<file path="src/rtl/fetch_stage.sv">
// fetch_stage: instruction-fetch PC register for the 64-bit LEGv8/ARMv8-style pipeline.
// Each cycle the PC either advances by PC_INC or loads a branch target; reset has priority.
// imem_addr_F is driven straight from the PC register, so no input reaches it combinationally.
// Optional build macro FETCH_ALIGN_EN: word-aligns the branch target and RESET_PC
// by clearing their low two bits. The sequential increment path is unchanged either way.
module fetch_stage #(
    parameter int unsigned    N        = 64,
    parameter logic [N-1:0]   RESET_PC = '0,
    parameter int unsigned    PC_INC   = 4
) (
    input  logic         PCSrc_F,
    input  logic         clk,
    input  logic         reset,
    input  logic [N-1:0] PCBranch_F,
    output logic [N-1:0] imem_addr_F
);

    logic [N-1:0] pc_q;
    logic [N-1:0] pc_d;
    logic [N-1:0] branch_tgt;
    logic [N-1:0] reset_val;

`ifdef FETCH_ALIGN_EN
    localparam logic [N-1:0] ALIGN_MASK = ~(N'(3));
    assign branch_tgt = PCBranch_F & ALIGN_MASK;
    assign reset_val  = RESET_PC & ALIGN_MASK;
`else
    assign branch_tgt = PCBranch_F;
    assign reset_val  = RESET_PC;
`endif

    // Next-PC selection: reset, then branch target, then sequential (wraps modulo 2^N)
    always_comb begin
        pc_d = pc_q + N'(PC_INC);
        if (reset) begin
            pc_d = reset_val;
        end else if (PCSrc_F) begin
            pc_d = branch_tgt;
        end
    end

    // PC register; reset is folded into pc_d so it is sampled synchronously
    always_ff @(posedge clk) begin
        pc_q <= pc_d;
    end

    assign imem_addr_F = pc_q;

endmodule

</file>
<file path="config.mk">
export PLATFORM = sky130hd
export DESIGN_NAME = fetch_stage
export DESIGN_NICKNAME = d
export VERILOG_FILES = /design/src/rtl/fetch_stage.sv
export SDC_FILE = /design/constraint.sdc
export NUM_CORES = 1
export LEC_CHECK = 0
export CORE_ASPECT_RATIO = 0.6
export CORE_MARGIN = 2
export CORE_UTILIZATION = 45
export DETAILED_ROUTE_END_ITERATION = 8
export PLACE_DENSITY = 0.82
export SYNTH_ARGS = -nofsm -noshare
export SYNTH_HDL_FRONTEND = slang
export SYNTH_SLANG_ARGS = --single-unit
</file>
<file path="constraint.sdc">
create_clock -name clk -period 2.6 [get_ports clk]
set_input_delay 0.39 -clock clk [delete_from_list [all_inputs] [get_ports clk]]
set_output_delay 0.39 -clock clk [all_outputs]
set_load 0.05 [all_outputs]
</file>
==> summary.md <==
| Metric | Value |
|---|---|
| VDD IR max | between 0.4 and 0.5 mV |
| Min-Delay Path Class | primary input to register |
| # hold bufs at CTS | 0 |
| H-tree levels | 3 |
| Met3 usage | under 10% |
| Internal power | a little over 2000 uW |
| Die Ht | approximately 73 um |
| Synthesized flop and latch total | 64 |
| Vias in the first global route | 3438 |
| Sequential-to-total area share from yosys stat | 36.4% |
| Crit path launch | imem_addr_F[5] |
| Synth Area per Inst | between 8 and 9 um2 |
| Max-slew violation total from the final report | 0 |
| Crit path launch type | register |
| Grt total ovfl | 0 |
| CP Capture Type | register |
| CTS Buffer Depth | 2 |
| Area Growth Syn to Fin | 47.6% |
| Synth top area share | 36.4% |
| Initial drt markers | between 200 and 300 |
| DRC Markers | 0 |
| YS warnings | 0 |
| Worst Hold Launch | reset |
| Via/cell ratio | 5.41 |
| Met1 Use GR | about 34% |
| Fin crit period | 2320 ps |
| EDFF count, synth | 0 |
| RSZ-0062 raised after global routing | no |
| Reg power frac | 38.7% |
| Cell area after placement | roughly 5000 um2 |
| Critical path required time | roughly 2800 ps |
| Clock sink total | between 60 and 70 |
| Full die area | between 8000 and 9000 um2 |
| Die Wd | ~120 um |
| Clock power share | roughly two fifths |
| Worst skew pair latency | roughly 340 ps |
| Psw | between 800 and 900 uW |
| Routed len/inst | 15.9 um |
| Async set-or-reset flop fraction in the synthesized netlist | 0% |
| Max-slew headroom | a little under two thirds |
| LEAKAGE | about 0.0018 uW |
| First drt pass iteration count | 4 |
| CTS tree | built |
| Layer with the highest usage | met2 |
| Endpoints failing hold | 0 |
| Post-layout util | between 70% and 80% |
| Setup-failing EPs final | 0 |
| Initial Utilization | 47.5% |
| Fin Setup TNS | 0 ps |
| Final instance area | between 5000 and 6000 um2 |
| Root Driver | clkbuf_16 |
| Tcrit/Tclk final | approximately 90% |
| GRT Total Usage | between 20% and 30% |
| Total number of vias | roughly 3600 |
| Worst Clk Skew | about 6.7 ps |
| Layout cells sized above 1 | approximately 8% |
| Core Area | roughly 7400 um2 |
| Status | finished, final reports clean |
| Yosys top cell by area | dfxtp_1 |
| Inserted Diodes | 0 |
| P per Cell Area | ~560 nW/um2 |
| ANT nets after route | 0 |
| Final HPWL DP | between 7000 and 8000 um |
| Largest cells by area after synthesis | dfxtp_1 (36%), nor2_1 (7.0%), xnor2_1 (7.0%) |
| R2R Path Start | imem_addr_F[5] |
| Fin nets | ~630 |
| PortBufs | 130 |
| Synth Instances | approximately 430 |
| Sw Share | between 30% and 40% |
| Met2 Track Usage GR | between 30 and 40% |
| Max Clk Rate | between 400 and 500 MHz |
| Comb pwr share | 22.2% |
| DRT Wirelength | roughly 11000 um |
| Num CTS Buffers | 9 |
| Worst Path Arrival | about 2600 ps |
| Max_cap viols | 0 |
| CTS resizes | 0 |
| Yosys cell types | 42 |
| Synth top cells by count | nor2_1 (66), dfxtp_1 (64), nand2_1 (38) |
| Ys flop type | dfxtp_1 |
| Max reg flops | 64 |
| Setup Buffers After CTS | 0 |
| Synth Cell Area | approximately 3500 um2 |
| Critical path peak fanout | 9 |
| Most common cell in the netlist | nor2_1 |
| Rows | 24 |
| I/O pin cnt | about 130 |
| Largest net degree at the start of global routing | 30 |
| Critical path class | register to register |
| Initial antenna violation count | 0 |
| Global-route wire length before repair | 17100 um |
| Syn nets | 502 |
| Clk slew on worst S/H paths | around 50 ps |
| Least-Margin Pin Slew | 544 ps |
| Routability cong. | a little over 0.8 |
[final timing paths]
check | to | cells after the start | slack, ps
worst min-delay path | imem_addr_F[9] | 2 | 410
worst max register to register | imem_addr_F[32] | 5 | 280
worst max-delay path | imem_addr_F[32] | 5 | 280
worst min register to register | imem_addr_F[0] | 2 | 490
[power by group through the flow]
stage               registers [uW]  logic [uW]  clock network [uW]
finish                        1130         649                1150
global route                  1140         684                1210
CTS                           1130         651                1170
floorplan                     1360         161                   0
global placement              1150         639                   0
detailed placement            1150         648                   0
[per-stage QoR]
step / hold slack (ps) / std cells / total power (uW) / setup WS (ps)
2_1_floorplan: 499 / 434 / 1520 / 50.3
3_3_place_gp: 477 / 651 / 1790 / 280
3_5_place_dp: 489 / 651 / 1800 / 143
4_1_cts: 400 / 667 / 2950 / 117
5_1_grt: 425 / 668 / 3040 / 123
6_report: 411 / 668 / 2930 / 284
[layer usage]
metal	wire, um	vias to the layer above
li1	-	1793
met1	5080	1653
met2	4360	154
met3	1040	12
met4	106	0
met5	0	-
[placed cells by master (no fill, tap or decap), types with 2 or more instances in the layout]
cell type        netlist  layout
clkbuf_8               1       3
nor2_1                66      66
nand3_1               25      25
and4_2                 4       4
or3_1                  6       6
a311oi_1               4       4
and3_1                 7       7
and4_1                 6       6
nor4_1                 6       6
nor3_1                13      13
a21oi_1               21      21
nand4_1               18      18
nor4_4                 2       2
o21ai_0               10      10
nand2_1               38      38
xnor2_1               28      28
a211oi_1              30      30
or2_2                  2       2
xor2_1                26      26
dfxtp_1               64      64
clkbuf_16              0       9
buf_4                  1      12
clkinv_2               0       3
mux2i_1                6       6
inv_1                  6       6
o21bai_1               4       4
clkdlybuf4s50_1        0     129
and2_1                 2       2
[critical path: stages (launching register included)]
cell and delay [ps]:
dfxtp_1 430, and4_1 380, and4_1 400, nand4_2 310, or3_1 400, a311oi_1 290
[kinds of logic (layout without fill, tap and decap cells)]
family / Yosys count / count (layout) / share of synthesized area (%)
AO/OA/AOI/OAI: 70 / 70 / 12.9
adder cells (fa/ha/maj): 1 / 1 / 0.355
XOR/XNOR: 54 / 54 / 13.4
buffers and inverters: 36 / 166 / 4.87
AND/OR/NAND/NOR: 203 / 203 / 30.4
flip-flops: 64 / 64 / 36.4
multiplexers: 6 / 6 / 1.71
[cell type report]
type,instances,area [um2]
Clock buffer,13,270
Clock inverter,3,15.0
Fill cell,603,2220
Inverter,7,26.3
Multi-Input combinational cell,334,2070
Sequential cell,64,1280
Tap cell,104,130
Timing Repair Buffer,143,1410
Note: power is estimated with default switching activity, not from simulation.
